File: config.mk
export PLATFORM = sky130hd
export DESIGN_NAME = spi_slave
export DESIGN_NICKNAME = d
export VERILOG_FILES = /design/src/rtl/spi_pkg.sv /design/src/rtl/spi_pin_sync.sv /design/src/rtl/spi_slave.sv
export SDC_FILE = /design/constraint.sdc
export NUM_CORES = 1
export LEC_CHECK = 0
export ABC_AREA = 1
export BUFFER_PORTS_ARGS = -buffer_cell sky130_fd_sc_hd__buf_2
export CORE_MARGIN = 2
export CORE_UTILIZATION = 57
export CTS_CLUSTER_DIAMETER = 100
export DETAILED_ROUTE_END_ITERATION = 8
export PLACE_DENSITY = 0.78
export SLEW_MARGIN = 10
export SYNTH_ARGS = -nofsm -noshare
export SYNTH_HDL_FRONTEND = slang
export SYNTH_HIERARCHICAL = 1
export SYNTH_SLANG_ARGS = --single-unit
File: constraint.sdc
create_clock -name clk -period 2.1 [get_ports clk]
set_input_delay 0.42 -clock clk [delete_from_list [all_inputs] [get_ports clk]]
set_output_delay 0.42 -clock clk [all_outputs]
set_load 0.005 [all_outputs]
File: src/rtl/spi_pkg.sv
// Shared SPI definitions used by both ends of the SPI link.
package spi_pkg;

  typedef enum logic [1:0] {
    IDLE   = 2'd0,
    LOAD   = 2'd1,
    SHIFT  = 2'd2,
    RELOAD = 2'd3
  } spi_slave_state_t;

  // Flops between an asynchronous pin and its first use.
  localparam int SPI_SYNC_STAGES = 2;

  // {CPOL, CPHA}. The link runs in mode 0: sample on sck rise, change on sck fall.
  localparam logic [1:0] SPI_MODE0 = 2'b00;

endpackage

File: src/rtl/spi_pin_sync.sv
// N-bit multi-flop synchronizer with a trailing flop for edge detection.
// Per bit: synchronized level, one-clk rise pulse and one-clk fall pulse.
module spi_pin_sync
  import spi_pkg::*;
#(
  parameter int             N       = 1,
  parameter int             STAGES  = SPI_SYNC_STAGES,
  parameter logic [N-1:0]   RST_VAL = '0
) (
  input  logic         clk,
  input  logic         reset_n,
  input  logic [N-1:0] async_i,
  output logic [N-1:0] level_o,
  output logic [N-1:0] rise_o,
  output logic [N-1:0] fall_o
);

  logic [N-1:0] stage_q [STAGES];
  logic [N-1:0] last_q;

  // Synchronizer chain plus one extra flop holding the previous level.
  always_ff @(posedge clk or negedge reset_n) begin
    if (!reset_n) begin
      for (int i = 0; i < STAGES; i++) stage_q[i] <= RST_VAL;
      last_q <= RST_VAL;
    end else begin
      stage_q[0] <= async_i;
      for (int i = 1; i < STAGES; i++) stage_q[i] <= stage_q[i-1];
      last_q <= stage_q[STAGES-1];
    end
  end

  assign level_o = stage_q[STAGES-1];
  assign rise_o  = stage_q[STAGES-1] & ~last_q;
  assign fall_o  = ~stage_q[STAGES-1] & last_q;

endmodule

File: src/rtl/spi_slave.sv
// SPI mode-0 responder, MSB first, WIDTH-bit words, fully on clk.
// Optional macro SPI_SLAVE_UNDERRUN_EN adds tx_underrun / underrun_count.
//
// state  | meaning
// IDLE   | chip select high, waiting for cs fall
// LOAD   | one clk: move holding word (or IDLE_WORD) into the tx shifter
// SHIFT  | shifting bits on sck edges
// RELOAD | word done, next sck fall reloads the tx shifter for the next word
module spi_slave
  import spi_pkg::*;
#(
  parameter int               WIDTH     = 8,
  parameter logic [WIDTH-1:0] IDLE_WORD = '0
) (
  input  logic             clk,
  input  logic             reset_n,
  output logic [WIDTH-1:0] rx_data,
  output logic             rx_valid,
  input  logic [WIDTH-1:0] tx_data,
  input  logic             tx_load,
  output logic             tx_ready,
  output logic             busy,
`ifdef SPI_SLAVE_UNDERRUN_EN
  output logic             tx_underrun,
  output logic [7:0]       underrun_count,
`endif
  input  logic             spi_sck,
  input  logic             spi_cs_n,
  input  logic             spi_mosi,
  output logic             spi_miso,
  output logic             spi_miso_oe
);

  localparam int             CNT_W    = $clog2(WIDTH + 1);
  localparam logic [CNT_W-1:0] CNT_LAST = CNT_W'(WIDTH - 1);

  // Pin order in the synchronizer: {sck, cs_n, mosi}. cs_n resets to its
  // inactive level so reset does not look like a select.
  logic [2:0] pin_lvl, pin_rise, pin_fall;

  spi_pin_sync #(
    .N       (3),
    .STAGES  (SPI_SYNC_STAGES),
    .RST_VAL (3'b010)
  ) u_pin_sync (
    .clk     (clk),
    .reset_n (reset_n),
    .async_i ({spi_sck, spi_cs_n, spi_mosi}),
    .level_o (pin_lvl),
    .rise_o  (pin_rise),
    .fall_o  (pin_fall)
  );

  logic sck_rise, sck_fall, cs_rise, cs_fall, mosi_lvl;
  logic sck_lead, sck_trail;
  logic sync_unused;

  assign sck_rise    = pin_rise[2];
  assign sck_fall    = pin_fall[2];
  assign cs_rise     = pin_rise[1];
  assign cs_fall     = pin_fall[1];
  assign mosi_lvl    = pin_lvl[0];
  assign sync_unused = ^{pin_lvl[2], pin_rise[0], pin_fall[0]};

  // Sampling edge and shifting edge follow from the shared mode constant.
  assign sck_lead  = (SPI_MODE0[1] == 1'b0) ? sck_rise : sck_fall;
  assign sck_trail = (SPI_MODE0[1] == 1'b0) ? sck_fall : sck_rise;

  spi_slave_state_t state_q;
  logic [CNT_W-1:0] cnt_q;
  logic [WIDTH-1:0] rx_sr_q, tx_sr_q, rx_data_q;
  logic [WIDTH-1:0] hold_q;
  logic             hold_full_q;
  logic             miso_q, done_q, rx_valid_q;
  logic [WIDTH-1:0] rx_word_d, load_word_d;
  logic             load_now;

  assign rx_word_d   = {rx_sr_q[WIDTH-2:0], mosi_lvl};
  assign load_word_d = hold_full_q ? hold_q : IDLE_WORD;
  // A cs rise wins over a pending load, so an aborted slot consumes nothing.
  assign load_now    = !cs_rise &&
                       ((state_q == LOAD) || ((state_q == RELOAD) && sck_trail));

  // Main FSM: shifters, bit counter, received word and its valid pulse.
  always_ff @(posedge clk or negedge reset_n) begin
    if (!reset_n) begin
      state_q    <= IDLE;
      cnt_q      <= '0;
      rx_sr_q    <= '0;
      tx_sr_q    <= '0;
      rx_data_q  <= '0;
      miso_q     <= 1'b0;
      done_q     <= 1'b0;
      rx_valid_q <= 1'b0;
    end else begin
      done_q     <= 1'b0;
      rx_valid_q <= done_q;
      if (cs_rise) begin
        state_q <= IDLE;
        cnt_q   <= '0;
        miso_q  <= 1'b0;
      end else begin
        case (state_q)
          IDLE: begin
            if (cs_fall) state_q <= LOAD;
          end
          LOAD: begin
            tx_sr_q <= load_word_d;
            miso_q  <= load_word_d[WIDTH-1];
            cnt_q   <= '0;
            state_q <= SHIFT;
          end
          SHIFT: begin
            if (sck_lead) begin
              rx_sr_q <= rx_word_d;
              if (cnt_q == CNT_LAST) begin
                rx_data_q <= rx_word_d;
                done_q    <= 1'b1;
                cnt_q     <= '0;
                state_q   <= RELOAD;
              end else begin
                cnt_q <= cnt_q + CNT_W'(1);
              end
            end
            if (sck_trail) begin
              tx_sr_q <= {tx_sr_q[WIDTH-2:0], 1'b0};
              miso_q  <= tx_sr_q[WIDTH-2];
            end
          end
          RELOAD: begin
            if (sck_trail) begin
              tx_sr_q <= load_word_d;
              miso_q  <= load_word_d[WIDTH-1];
              cnt_q   <= '0;
              state_q <= SHIFT;
            end
          end
          default: state_q <= IDLE;
        endcase
      end
    end
  end

  // One-deep holding register; a load coinciding with consumption refills it.
  always_ff @(posedge clk or negedge reset_n) begin
    if (!reset_n) begin
      hold_q      <= '0;
      hold_full_q <= 1'b0;
    end else if (load_now && hold_full_q) begin
      if (tx_load) hold_q <= tx_data;
      else         hold_full_q <= 1'b0;
    end else if (tx_load && !hold_full_q) begin
      hold_q      <= tx_data;
      hold_full_q <= 1'b1;
    end
  end

`ifdef SPI_SLAVE_UNDERRUN_EN
  logic       underrun_q;
  logic [7:0] urun_cnt_q;

  // Flag every word slot that had to fall back to IDLE_WORD; count saturates.
  always_ff @(posedge clk or negedge reset_n) begin
    if (!reset_n) begin
      underrun_q <= 1'b0;
      urun_cnt_q <= '0;
    end else begin
      underrun_q <= load_now && !hold_full_q;
      if (load_now && !hold_full_q && (urun_cnt_q != 8'hFF))
        urun_cnt_q <= urun_cnt_q + 8'd1;
    end
  end

  assign tx_underrun    = underrun_q;
  assign underrun_count = urun_cnt_q;
`endif

  assign rx_data     = rx_data_q;
  assign rx_valid    = rx_valid_q;
  assign tx_ready    = ~hold_full_q;
  assign busy        = ~pin_lvl[1];
  assign spi_miso_oe = busy;
  assign spi_miso    = miso_q & busy;

endmodule

## Word level (Yosys, flattened, before mapping)

Cells that the tools add are included.

| word-level totals | value |
|---|---|
| flip-flop bits (word level) | 49 |
| word-level logic and storage cells | 83 |
| output and inout bits | 13 |
| input port bits | 14 |

| operators by class | value |
|---|---|
| add/sub/neg operators | 1 |
| equality and inequality tests | 13 |
| bitwise logic cells | 8 |
| reduce and logical (&&, ||, !) cells | 19 |
| mux-type cells | 29 |

Operator list:

| operator | count |
|---|---|
| 2-to-1 mux 8 bit | 4 |
| case mux 7 bit (3 select lines) | 1 |
| 2-to-1 mux 4 bit | 4 |
| inequality test 3 bit, second input constant | 5 |
| 2-to-1 mux 7 bit | 2 |
| case mux 4 bit (3 select lines) | 1 |
| AND reduction 4 bit | 3 |
| 2-to-1 mux 1 bit | 10 |
| 2-to-1 mux 2 bit | 5 |
| AND reduction 3 bit | 3 |
| inequality test 2 bit, second input constant | 4 |
| case mux 2 bit (4 select lines) | 1 |
| AND 3 bit | 2 |
| NOT 3 bit | 2 |
| adder 4 x 1 -> 4 bit, second input constant | 1 |
| equality test 2 bit, second input constant | 2 |
| equality test 4 x 3 -> 1 bit, second input constant | 1 |
| logical AND 1 bit | 4 |
| AND reduction 2 bit | 2 |
| nonzero test 4 bit | 1 |
| NOT 1 bit | 3 |
| case mux 1 bit (3 select lines) | 1 |
| nonzero test 3 bit | 1 |
| equality test 2 x 1 -> 1 bit, second input constant | 1 |
| other kinds (5) | 6 |

## Depth between registers and ports, before layout

Gate-level depths: netlist of run 1.

| logic depth | value |
|---|---|
| depth in word-level cells | 8 |
| gate-level depth with buffers | 9 |
| gate-level depth less buffers | 9 |

## Modules after synthesis

Netlist of run 1, hierarchy kept.

Modules (own cells, without submodules):

| module | times used | cells each | area each (µm²) | seq. area each (µm²) |
|---|---|---|---|---|
| spi_slave | 1 | 220 | 1914.3 | 1001.0 |
| spi_pin_sync | 1 | 24 | 296.5 | 229.0 |

## Worst setup path after synthesis of run 1

No wires, ideal clock.

| timing | value |
|---|---|
| kind | reg2reg |
| start point | reg u_pin_sync.stage_q (netlist bit u_pin_sync/level_o[1]) |
| end point | reg cnt_q[2] |
| arrival | 1.490 ns |
| cell stages (with the launch flop) | 10 |
| slack | 0.493 ns |
| required time | 1.983 ns |
| setup time | 0.117 ns |
| period minus slack after synthesis | 1.607 ns |
| path buffers | 0 |
| cell sequence | dfstp_2 > inv_1 > nor2_1 > inv_2 > nand2_1 > nor2_1 > nor2_2 > nand2_2 > nand2_1 > nand2_1 |

| on the way | value |
|---|---|
| longest elaborated chain between the ends | 3 |
| elaborated cells between the ends (all ways) | 6 |
| those cells by class | eq/ne (2); mux (1); bitwise (1); reduce/logical (2) |

RTL lines:

| what | line | text |
|---|---|---|
| start, declared | spi_pin_sync.sv:18 | `logic [N-1:0] stage_q [STAGES];` |
| AND 3 bit * | spi_pin_sync.sv:34 | `assign rise_o = stage_q[STAGES-1] & ~last_q;` |
| net pin_rise[1] | spi_slave.sv:39 | `logic [2:0] pin_lvl, pin_rise, pin_fall;` |
| inequality test 3 bit (no line) / nonzero test 4 bit (equally long branches) | -- |  |
| AND reduction 3 bit (no line) | -- |  |
| end signal, assigned | spi_slave.sv:122 | `cnt_q <= cnt_q + CNT_W'(1);` |
| end, declared | spi_slave.sv:70 | `logic [CNT_W-1:0] cnt_q;` |

Mark *: on every way through the listed nets, which the timed path passes. The rest lies on a longest branch.
A chain may end at the register's enable or synchronous reset.

## Worst setup path after layout of run 1

| timing | value |
|---|---|
| start point | reg cnt_q[0] |
| end point | reg rx_data_q[1] (netlist: rx_data[1]) |

| on the way | value |
|---|---|
| longest elaborated chain between the ends | 2 |

RTL lines:

| what | line | text |
|---|---|---|
| equality test 4 x 3 -> 1 bit | spi_slave.sv:116 | `if (cnt_q == CNT_LAST) begin` |
| AND reduction 4 bit (no line) | -- |  |
| end signal, assigned | spi_slave.sv:117 | `rx_data_q <= rx_word_d;` |
| end, declared | spi_slave.sv:71 | `logic [WIDTH-1:0] rx_sr_q, tx_sr_q, rx_data_q;` |

No other way between the ends.

==> results of run 1 <==
==> stage by stage <==
step / utilization (%) / power [W] / hold WS [ps] / setup WS (ps) / cell area, sq um
floorplan: - / 0.00198 / 124 / 493 / 2160
global placement: 63.3 / 0.00214 / 332 / 597 / 2320
detailed placement: 63.3 / 0.00216 / 337 / 559 / 2320
CTS: 65.6 / 0.00269 / 78.9 / 543 / 2400
global route: 65.6 / 0.00288 / 98.8 / 389 / 2400
finish: 65.6 / 0.00265 / 67.2 / 574 / 2400
==> cell type report <==
cell class	count	area [sq um]
Clock buffer	5	68.8
Clock inverter	2	12.5
Fill cell	313	1260
Inverter	26	110
Multi-Input combinational cell	157	791
Sequential cell	48	1200
Tap cell	48	60.1
Timing Repair Buffer	29	153
==> where the power goes <==
| group | leakage, nW | internal (W) | switching [W] | total (W) |
|---|---|---|---|---|
| clock network | 0.0400 | 0.000225 | 0.000288 | 0.000513 |
| logic | 0.637 | 0.000288 | 0.000538 | 0.000826 |
| registers | 0.618 | 0.00114 | 0.000171 | 0.00131 |
==> sequential cells by signal, indices dropped and copies added, names as in the netlist <==
signal,count
hold_q,8
rx_data,8
rx_sr_q,7
tx_sr_q,7
cnt_q,4
u_pin_sync/level_o,3
u_pin_sync/stage_q,3
state_q,2
u_pin_sync/last_q,2
done_q,1
hold_full_q,1
miso_q,1
rx_valid,1
==> critical path: stages (launching register included) <==
cell	delay, ps
dfrtp_1	420
ha_1	180
nand2_1	60
nor2_1	210
nand4_4	300
nand2_1	180
o21ai_2	60
==> how the worst max path moves through the flow <==
stage | to | slack, ps | depth (start not counted)
after CTS | rx_data[1]$_DFFE_PN0P_ | 540 | 6
after detailed placement | rx_data[1]$_DFFE_PN0P_ | 560 | 6
after floorplan | cnt_q[2]$_DFFE_PN0P_ | 490 | 9
after global routing | rx_data[7]$_DFFE_PN0P_ | 390 | 8
final | rx_data[1]$_DFFE_PN0P_ | 570 | 6
after global placement | rx_data[0]$_DFFE_PN0P_ | 600 | 6
==> routing by layer <==
metal	wire [um]	GRT usage, %
met5	0	0
met4	46	7.03
met3	133	5.65
met2	1590	31.5
met1	1660	25.2
==> qor.yml, run 1 <==
clock_network:
  hold_buffers: 0
  numCtsBuffers: 5
  cts_resized: 0
  cts_tree: "built"
  clkLatencyLatePin_ps: 300
  clock_sinks: 48
  clk_pin_slew_ps: 80
  post_cts_buffers: 0
  htreeDepth: 2
  cts_root_buf: "clkbuf_8"
  max-clock-path-buffers: 2
setup_path:
  worst_r2r_startpoint: "cnt_q[0]$_DFFE_PN0P_"
  crit_path_start: "cnt_q[0]$_DFFE_PN0P_"
  crit_arrival_ps: 1720
  crit_required_ps: 2290
  r2r_cells: 6
  critPathKind: "reg -> reg"
  reg2reg_slack_ps: 570
  worst_setup_path_end_kind: "flop"
  reg2reg_to: "rx_data[1]$_DFFE_PN0P_"
  start_kind: "flop"
  crit_path_max_fanout: 16
power:
  powerDensity_mw_per_mm2: 1110
  peakVddDrop_v: 0.000737
  power.leakage_nw: 1.30
final_layout:
  final_cell_mix: "nand2_1 (89), dfrtp_1 (45), buf_2 (26), inv_1 (21)"
  final_common_cell: "nand2_1"
  stdcell_count: 315
  finalNetCount: 282
  areaGrowthSynthToFinish_pct: 10.9
  num_antenna_cells: 0
  drive_above_1_share_pct: 26.6
detailed_routing:
  vias_per_cell: 4.87
  drc: 0
  routed_wl_um: 3430
  avgRoutedWirePerCell_um: 10.9
  first_pass_iters: 4
  initialDrtViolationCount: 64
  antenna_left: 0
  vias: 1533
timing:
  fin_setup_tns_ps: 0
  finalMaxSlewViolations: 0
  hold_viol_final: 0
  tightest_slew_ps: 479
  fmax_ghz: 0.655
  maxSlewHeadroom_pct: 68.1
  setup_viol: 0
  rsz0062_at_grt: "no"
  final.period_utilization_pct: 72.6
  fin_skew_ps: 5.53
  fin_crit_ps: 1530
die:
  die_w_um: 65.6
  fp-row-count: 22
  start_util_pct: 59.1
  design.core.area_sq_mm: 0.00366
  die-area_sq_mm: 0.00430
  dieHeight_um: 65.6
  ios: 27
flow_run:
  maxCapViolations: 0
global_routing:
  overflow: 0
  grt_antenna_before_repair: 0
  grt_usage_pct: 19.5
  grt_max_degree: 23
  grt_pass1_vias: 1528
  grt_pass1_wl_um: 6380
yosys:
  synth_cells: 238
  synthesis.area_sq_mm: 0.00216
  synth_nets: 253
  synth-warning-count: 6
  avgSynthCellArea_sq_um: 9.09
placed_design:
  dp_hpwl_um: 2510
  dp_cells: 308
  gp_congestion: 0.859
  port_buffers: 26
outcome:
  outcome: "complete, no violations"
worst_hold_path:
  hold_path_class: "in -> async"
Power figures use the tool's default switching activity.
==> inputs of run 2 (changes only) <==
--- a/config.mk
+++ b/config.mk
@@ -8,10 +8,10 @@
 export ABC_AREA = 1
 export BUFFER_PORTS_ARGS = -buffer_cell sky130_fd_sc_hd__buf_2
 export CORE_MARGIN = 2
-export CORE_UTILIZATION = 57
+export CORE_UTILIZATION = 51
 export CTS_CLUSTER_DIAMETER = 100
 export DETAILED_ROUTE_END_ITERATION = 8
-export PLACE_DENSITY = 0.78
+export PLACE_DENSITY = 0.74
 export SLEW_MARGIN = 10
 export SYNTH_ARGS = -nofsm -noshare
 export SYNTH_HDL_FRONTEND = slang
==> constraint.sdc (replaced) <==
create_clock -name clk -period 1.2 [get_ports clk]
set_input_delay 0.24 -clock clk [delete_from_list [all_inputs] [get_ports clk]]
set_output_delay 0.24 -clock clk [all_outputs]
set_load 0.005 [all_outputs]
==> run 2 against run 1 <==
The flow now finishes with violations (setup timing). Count of clock-buffer cells in the layout up 1. Final area up 20%. Hold slack worse by 36 ps. First-iteration DRC count up 27%. Sequential power up 75%. Core utilization up 5.9 points. Via count up 9.9%. Sequential share of layout area down 8.3 points.
==> qor.yml, run 2 (synthesized netlist as in run 1, its figures left out) <==
outcome:
  outcome: "finished with violations"
  violations: "setup timing"
timing:
  rsz0062_at_grt: "yes"
  setup_viol: 40  # +40
  fmax_ghz: 0.699  # +6.6%
  fin_crit_ps: 1430  # -94.2 ps
  fin_skew_ps: 9.76  # +4.23 ps
  tightest_slew_ps: 320  # -160 ps
  final.period_utilization_pct: 119  # +47 points
  finalMaxSlewViolations: 0  # unchanged
  hold_viol_final: 0  # unchanged
  fin_setup_tns_ps: -6310  # -6310 ps
  maxSlewHeadroom_pct: 78.7  # +11 points
  holdWs_ps: 31.4  # -35.8 ps
  fin_ws_ps: -231  # -806 ps
flow_run:
  maxCapViolations: 0  # unchanged
die:
  die-area_sq_mm: 0.00478  # +11%
  start_util_pct: 53.7  # -5.4 points
  die_w_um: 69.1  # +5.4%
  ios: 27  # unchanged
  design.core.area_sq_mm: 0.00403  # +10%
  fp-row-count: 23  # +4.5%
  dieHeight_um: 69.1  # +5.4%
power:
  internal_power_w: 0.00346  # +110%
  peakVddDrop_v: 0.00108  # +46%
  power.leakage_nw: 1.53  # +18%
  swShare_pct: 38.6  # +1.1 points
  powerDensity_mw_per_mm2: 1950  # +77%
  seq_power_share_pct: 40.7  # -8.8 points
  pwr-share-comb_pct: 41.4  # +10 points
  power_switching_w: 0.00217  # +120%
  p_clk_share_pct: 17.9  # -1.4 points
setup_path:
  cp_top_family: "flip-flops"
  reg2reg_to: "tx_sr_q[6]$_DFFE_PN0P_"
  critPathKind: "reg -> reg"
  crit_path_max_fanout: 5  # -11
  worst_setup_path_end_kind: "flop"
  crit_slowest_cell: "dfstp_2"
  r2r_cells: 8  # +2
  crit_chain: "inv_2 -> nor2_4 -> buf_6 -> nor2_4 -> nand2_4 -> clkinv_8 -> nand2_2 -> o21ai_2"
  start_kind: "flop"
  max_stage_delay_ps: 540  # +120 ps
  crit_arrival_ps: 1630  # -90 ps
  cp_common_cell: "nor2_4"
  critPathBufInv: 3  # +3
  worst_r2r_startpoint: "u_pin_sync/level_o[1]$_DFF_PN1_"
  reg2reg_slack_ps: -230  # -810 ps
  crit_required_ps: 1400  # -890 ps
detailed_routing:
  routed_wl_um: 4370  # +27%
  vias_per_cell: 4.84  # -0.51%
  avgRoutedWirePerCell_um: 12.6  # +15%
  first_pass_iters: 4  # unchanged
  vias: 1685  # +9.9%
  initialDrtViolationCount: 81  # +27%
  antenna_left: 0  # unchanged
  drc: 0  # unchanged
clock_network:
  clock_sinks: 48  # unchanged
  cts_tree: "built"
  max-clock-path-buffers: 2  # unchanged
  cts_root_buf: "clkbuf_8"
  htreeDepth: 2  # unchanged
  clkLatencyLatePin_ps: 310  # about the same
  clk_pin_slew_ps: 80  # about the same
  numCtsBuffers: 5  # unchanged
final_layout:
  final_common_cell: "nand2_1"
  multi_input_area_sq_um: 975  # +23%
  final_cell_mix: "nand2_1 (63), dfrtp_1 (44), buf_2 (26), nand2_2 (25), buf_4 (21)"
  utilization_pct: 71.5  # +5.9 points
  drive_above_1_share_pct: 46.6  # +20 points
  finalNetCount: 312  # +11%
  fillers: 276  # -12%
  areaGrowthSynthToFinish_pct: 33.1
  num_antenna_cells: 0  # unchanged
  seqCellArea_sq_mm: 0.00121  # +0.10%
  stdcell_count: 348  # +10%
  design_area_sq_mm: 0.00288  # +20%
worst_hold_path:
  min_path_cells: 1
  worstHoldStart: "spi_cs_n"
  hold_path_class: "in -> reg"
  whs_endpoint: "u_pin_sync/stage_q[4]$_DFF_PN1_"
placed_design:
  placed_area_sq_mm: 0.00249  # +7.2%
  dp_cells: 327  # +6.2%
  gp_congestion: 0.852  # -0.76%
  dp_hpwl_um: 2660  # +5.8%
  port_buffers: 26  # unchanged
global_routing:
  grt_usage_pct: 17.8  # -1.7 points
  grt_pass1_wl_um: 6850  # +7.5%
  overflow: 0  # unchanged
  grt_antenna_before_repair: 0  # unchanged
  grt_pass1_vias: 1593  # +4.3%
  grt_max_degree: 29  # +26%
run 2: cell types whose count changed in the layout (fill, tap and decap cells not counted), moves of 5 or more:
cell     before  now
buf_6         0    5
nand2_4       3    9
nand2_2       4   25
nand2_1      89   63
buf_4         3   21
nor2_4        2    7
run 2: cell type report:
| class | instances | area share (%) |
|---|---|---|
| inverter | 26 | 3.91 |
| tap | 50 | 2.17 |
| multi-input combinational | 159 | 33.8 |
| timing repair inverter | 1 | 0.304 |
| timing repair buffer | 56 | 14.6 |
| sequential | 48 | 41.9 |
| clock inverter | 2 | 0.478 |
| clock buffer | 6 | 2.87 |
run 2: timing repair:
item                                    4_1_cts  5_1_grt
pin swaps                                     5       15
endpoints found under the setup margin       40       41
hold endpoints to repair                      9        0
resized for setup                            12       43
hold buffers                                  1        0
buffers inserted                              6        2
cloned                                        1        3
run 2: through the flow:
stage / setup WS (ps) / total power (W)
after floorplan: -172 / 0.00347
after CTS: -185 / 0.00526
after detailed placement: -199 / 0.00405
after global routing: -303 / 0.00602
after global placement: -176 / 0.00401
final: -231 / 0.00563
run 2: per-layer routing:
layer | GRT usage, % | share of wire (%) | vias to the layer above
li1 | - | - | 851
met5 | 0 | 0 | -
met2 | 28.2 | 50 | 33
met4 | 7.63 | 1.9 | 0
met1 | 22.6 | 44 | 794
met3 | 5.70 | 4.0 | 7
run 2: worst max path at each step:
stage,from,to,cells after the start
floorplan,u_pin_sync/level_o[1]$_DFF_PN1_,cnt_q[2]$_DFFE_PN0P_,9
global placement,u_pin_sync/level_o[1]$_DFF_PN1_,cnt_q[2]$_DFFE_PN0P_,9
detailed placement,u_pin_sync/level_o[1]$_DFF_PN1_,cnt_q[1]$_DFFE_PN0P_,9
CTS,u_pin_sync/level_o[1]$_DFF_PN1_,miso_q$_DFFE_PN0P_,8
global route,u_pin_sync/level_o[1]$_DFF_PN1_,cnt_q[0]$_DFFE_PN0P_,9
finish,u_pin_sync/level_o[1]$_DFF_PN1_,tx_sr_q[6]$_DFFE_PN0P_,8
run 2: power by group through the flow:
stage | Combinational (W) | Clock (W) | Sequential [W]
2_1_floorplan | 0.00124 | 0 | 0.00223
6_report | 0.00233 | 0.00101 | 0.00229
3_3_place_gp | 0.00174 | 0 | 0.00227
3_5_place_dp | 0.00177 | 0 | 0.00228
4_1_cts | 0.00197 | 0.00103 | 0.00226
5_1_grt | 0.00260 | 0.00109 | 0.00233
